**config.mk**
```make
export PLATFORM = sky130hd
export DESIGN_NAME = receiver_fifo_axis
export DESIGN_NICKNAME = d
export VERILOG_FILES = /design/src/rtl/uart_pkg.sv /design/src/rtl/fifo_mem.sv /design/src/rtl/receiver_fifo_axis.sv
export SDC_FILE = /design/constraint.sdc
export NUM_CORES = 1
export LEC_CHECK = 0
export CELL_PAD_IN_SITES_DETAIL_PLACEMENT = 1
export CELL_PAD_IN_SITES_GLOBAL_PLACEMENT = 1
export CORE_MARGIN = 5
export CORE_UTILIZATION = 47
export CTS_CLUSTER_SIZE = 16
export DETAILED_ROUTE_END_ITERATION = 7
export PLACE_DENSITY_LB_ADDON = 0.2
export SETUP_SLACK_MARGIN = 0.15
export SYNTH_ARGS = -nofsm -noshare
export SYNTH_HDL_FRONTEND = slang
export SYNTH_HIERARCHICAL = 1
export SYNTH_SLANG_ARGS = --single-unit
```
**constraint.sdc**
```tcl
create_clock -name clk -period 3.08 [get_ports clk]
set_clock_uncertainty 0.2 [all_clocks]
set_input_delay 0.616 -clock clk [delete_from_list [all_inputs] [get_ports clk]]
set_output_delay 0.616 -clock clk [all_outputs]
set_load 0.01 [all_outputs]
```
**src/rtl/uart_pkg.sv**
```systemverilog
// Shared UART package: word-width default and FIFO pointer-width helper,
// used by the receiver, transmitter and receiver FIFO.
package uart_pkg;

    localparam int unsigned WORD_WIDTH_DEFAULT = 8;

    // Pointer width for a power-of-two FIFO: index bits plus one wrap bit.
    function automatic int unsigned ptr_width(input int unsigned depth);
        return $clog2(depth) + 1;
    endfunction

endpackage

```
**src/rtl/fifo_mem.sv**
```systemverilog
// Register-array storage for the receiver FIFO: one synchronous write port
// and one asynchronous read port. Contents are intentionally not reset.
module fifo_mem #(
    parameter int unsigned WORD_WIDTH = 8,
    parameter int unsigned DEPTH      = 16,
    parameter int unsigned IDX_W      = $clog2(DEPTH)
) (
    input  logic                  clk,
    input  logic                  wr_en_i,
    input  logic [IDX_W-1:0]      wr_idx_i,
    input  logic [WORD_WIDTH-1:0] wr_data_i,
    input  logic [IDX_W-1:0]      rd_idx_i,
    output logic [WORD_WIDTH-1:0] rd_data_o
);

    logic [WORD_WIDTH-1:0] mem_q [DEPTH];

    // Store the incoming word at the write index on an accepted write.
    always_ff @(posedge clk) begin
        if (wr_en_i) begin
            mem_q[wr_idx_i] <= wr_data_i;
        end
    end

    // Head word is read combinationally so the FIFO is first-word-fall-through.
    assign rd_data_o = mem_q[rd_idx_i];

endmodule

```
**src/rtl/receiver_fifo_axis.sv**
```systemverilog
// AXI-Stream FIFO behind the UART receiver. Absorbs received words while the
// consumer stalls and reports occupancy plus an almost-full flag. Ready/valid
// outputs depend only on registered pointers, never on the opposite handshake.
module receiver_fifo_axis
    import uart_pkg::*;
#(
    parameter int unsigned WORD_WIDTH        = WORD_WIDTH_DEFAULT,
    parameter int unsigned DEPTH             = 16,
    parameter int unsigned ALMOST_FULL_LEVEL = 12
) (
    input  logic                     clk,
    input  logic                     rst_n,
    input  logic [WORD_WIDTH-1:0]    din_axis_tdata,
    input  logic                     din_axis_tvalid,
    output logic                     din_axis_tready,
    output logic [WORD_WIDTH-1:0]    dout_axis_tdata,
    output logic                     dout_axis_tvalid,
    input  logic                     dout_axis_tready,
    output logic [$clog2(DEPTH):0]   level,
    output logic                     almost_full
);

    localparam int unsigned IDX_W = $clog2(DEPTH);
    localparam int unsigned PTR_W = ptr_width(DEPTH);
    localparam logic [PTR_W-1:0] ONE    = PTR_W'(1);
    localparam logic [PTR_W-1:0] AF_LVL = PTR_W'(ALMOST_FULL_LEVEL);

    logic [PTR_W-1:0] wr_ptr_q, wr_ptr_d;
    logic [PTR_W-1:0] rd_ptr_q, rd_ptr_d;
    logic [PTR_W-1:0] level_q, level_d;
    logic             almost_full_q, almost_full_d;

    logic full;
    logic empty;
    logic wr_en;
    logic rd_en;

    // Equal pointers mean empty; equal index with differing wrap bit means full.
    assign empty = (wr_ptr_q == rd_ptr_q);
    assign full  = (wr_ptr_q[IDX_W-1:0] == rd_ptr_q[IDX_W-1:0]) &&
                   (wr_ptr_q[IDX_W] != rd_ptr_q[IDX_W]);

    assign wr_en = din_axis_tvalid && !full;
    assign rd_en = dout_axis_tready && !empty;

    // Next-state for pointers, level and almost-full flag.
    always_comb begin
        wr_ptr_d      = wr_ptr_q;
        rd_ptr_d      = rd_ptr_q;
        level_d       = level_q;
        if (wr_en) begin
            wr_ptr_d = wr_ptr_q + ONE;
        end
        if (rd_en) begin
            rd_ptr_d = rd_ptr_q + ONE;
        end
        if (wr_en && !rd_en) begin
            level_d = level_q + ONE;
        end else if (rd_en && !wr_en) begin
            level_d = level_q - ONE;
        end
        almost_full_d = (level_d >= AF_LVL);
    end

    // State registers; reset drops any in-flight word and empties the FIFO.
    always_ff @(posedge clk) begin
        if (!rst_n) begin
            wr_ptr_q      <= '0;
            rd_ptr_q      <= '0;
            level_q       <= '0;
            almost_full_q <= 1'b0;
        end else begin
            wr_ptr_q      <= wr_ptr_d;
            rd_ptr_q      <= rd_ptr_d;
            level_q       <= level_d;
            almost_full_q <= almost_full_d;
        end
    end

    fifo_mem #(
        .WORD_WIDTH (WORD_WIDTH),
        .DEPTH      (DEPTH),
        .IDX_W      (IDX_W)
    ) u_mem (
        .clk       (clk),
        .wr_en_i   (wr_en),
        .wr_idx_i  (wr_ptr_q[IDX_W-1:0]),
        .wr_data_i (din_axis_tdata),
        .rd_idx_i  (rd_ptr_q[IDX_W-1:0]),
        .rd_data_o (dout_axis_tdata)
    );

    assign din_axis_tready  = !full;
    assign dout_axis_tvalid = !empty;
    assign level            = level_q;
    assign almost_full      = almost_full_q;

endmodule

```
==> metrics.csv <==
metric,value,unit
status,completed,
die-area,14800,µm²
die_w,122,µm
hold_path_depth,2,
io_buffers,27,
io_pins,28,
synth_ff_type,edfxtp_1,
arrival,2150,ps
synth-compound-area-share,0.0322,
hold_path.class,reg2reg,
cts_tree,built,
reg2reg_slack,400,ps
r2r-end,u_mem/mem_q[0][6],
reg2reg_from,rd_ptr_q[0],
root_buffer,clkbuf_16,
cp.required,2260,ps
grt_max_degree,36,
synth.distinct_cells,36,
critPathLaunchType,flop,
clockPowerShare,0.380,
rows,40,
power,5.24,mW
worst_slew_pin_slew,662,ps
cap_violations,0,
worstSetupPathType,reg2out,
rsz0062_at_grt,true,
grt_pass1_wl,20.8,mm
min-delay-start,rd_ptr_q[4],
synth-simple-area-share,0.0584,
startpoint,rd_ptr_q[0],
grt_pass1_vias,3388,
synth_fp_nets,328,
cts.sinks,144,
fin_util,0.606,
seqPwrFrac,0.428,
place.gp.congestion,0.774,
timing.final.crit_share,0.963,
first_pass_iters,4,
avgSynthCellArea,18.8,µm²
synth-edff-count,128,
hpwlAfterDp,8.64,mm
syn_area,5870,µm²
drt-total-wl,13.5,mm
ys_ff_latch,144,
hold_violations,0,
syn2layout_area_growth,25.1,%
power_leakage,2.52,nW
p_sw_frac,0.234,
power.internal,4.01,mW
final_common_cell,edfxtp_1,
htreeDepth,4,
cts_inserted_buffers,17,
synth_top_family_by_area,multiplexers,
track_usage,0.197,
worstSkewPairLatency,420,ps
peakVddDrop,0.452,mV
core,12100,µm²
start_util,0.485,
fmax,337,MHz
layout.cells.most_common_list,"edfxtp_1, buf_4, nor2_1, mux4_2",
antenna_found_initial,0,
async_reset_ff_frac,0,
final_antenna_net_count,0,
fin_crit,2970,ps
drive_gt1_frac,0.330,
via_per_inst,5.41,
ff2ff_path_depth,8,
dieHeight,122,µm
slew_viol_final,0,
p_switching,1.22,mW
hold_end,rd_ptr_q[4],
grt_overflow_total,0,
drc,0,
setup_tns,0,ps
p_per_area,713,nW/µm²
synth_fa_ha_area_frac,0.00853,
wire_per_inst,23.3,µm
initialDrtViolationCount,333,
crit_fanout,7,
ys_seq_area_frac,0.709,
syn_inst,312,
endpoint_kind,output port,
clk_pin_slew,60,ps
max_slew_margin,0.557,
clk_path_buf_depth,2,
synthXorXnorAreaFrac,0.0283,
final_nets,413,
antennaDiodeCount,0,
finalSetupViolCount,0,
ys_warn_count,6,
pwr-share-comb,0.192,
num_vias,3122,
synth_mux_area_frac,0.145,
sequential cells by signal, indices dropped and copies added, names as in the netlist:
name         count
u_mem/mem_q    128
level            5
rd_ptr_q         5
wr_ptr_q         5
almost_full      1
critical path, cell delays in order, from the launching register on:
cell     delay, ps
dfxtp_4        460
buf_12         140
buf_4          110
buf_4          100
mux4_2         490
a22oi_2        170
nand2_1        110
buf_2          160
synth_stat cells (2+ instances only):
cell type        count  area (µm²)
edfxtp_1           128        3840
nor2_1              26        97.6
mux4_2              18         405
a22oi_1             16         120
dfxtp_1             16         320
mux4_1              14         368
nand2_1             14        52.6
xor2_1              13         114
mux2i_1              8        80.1
nand4_1              6        37.5
xnor2_1              6        52.6
nor3_1               5        25.0
ha_1                 4        50.1
inv_1                4        15.0
buf_2                3        15.0
buf_6                3        33.8
clkdlybuf4s25_2      3        30.0
nand2b_1             3        18.8
a21boi_2             2        22.5
and2_1               2        12.5
nand3b_1             2        15.0
o22ai_1              2        12.5
logic make-up (layout without fill, tap and decap cells):
logic type | Yosys count | after routing
AND/OR/NAND/NOR | 66 | 66
multiplexers | 40 | 40
buffers and inverters | 15 | 112
flip-flops | 144 | 144
XOR/XNOR | 19 | 19
adder cells (fa/ha/maj) | 4 | 4
AO/OA/AOI/OAI | 24 | 24
power by group through the flow:
stage	Clock, mW	Combinational (mW)	Sequential (mW)
after floorplan	0	0.507	2.27
after global placement	0	0.808	2.27
after detailed placement	0	0.827	2.28
after CTS	2.03	0.919	2.23
after global routing	2.15	1.08	2.25
final	1.99	1.00	2.24
final cells by class:
| class | instances | area, µm² |
|---|---|---|
| clock inverter | 14 | 149 |
| fill | 1102 | 4770 |
| sequential | 144 | 4170 |
| clock buffer | 17 | 425 |
| multi-input combinational | 153 | 1640 |
| inverter | 4 | 15.0 |
| tap | 168 | 210 |
| timing repair buffer | 77 | 729 |
metal layers:
| metal | part of all wire | vias up | global-route usage |
|---|---|---|---|
| met5 | 0 | - | 0 |
| met2 | 0.52 | 70 | 0.316 |
| met4 | 0.010 | 0 | 0.0714 |
| met3 | 0.037 | 8 | 0.0446 |
| met1 | 0.44 | 1616 | 0.265 |
| li1 | - | 1428 | - |
stage by stage:
stage	cell area (µm²)	cells	worst slack [ps]	hold slack, ps
after floorplan	5880	312	269	338
after global placement	6540	526	206	338
after detailed placement	6540	526	159	368
after CTS	7250	569	57.8	392
after global routing	7340	577	43.3	419
final	7340	577	113	391
how the worst max path moves through the flow:
stage                         end  slack [ps]  cells past startpoint
2_1_floorplan   u_mem/mem_q[2][0]         270                      5
3_3_place_gp   dout_axis_tdata[2]         210                      5
3_5_place_dp   dout_axis_tdata[5]         160                      5
4_1_cts        dout_axis_tdata[2]          60                      6
5_1_grt        dout_axis_tdata[7]          40                      6
6_report       dout_axis_tdata[0]         110                      7
what timing repair did:
item | 4_1_cts | 5_1_grt
gates resized for setup | 26 | 29
pin swaps | 7 | 12
cloned | 0 | 2
setup buffers | 12 | 6
hold buffers | 0 | 0
endpoints found under the setup margin | 10 | 10
Note: power is estimated with default switching activity, not from simulation.
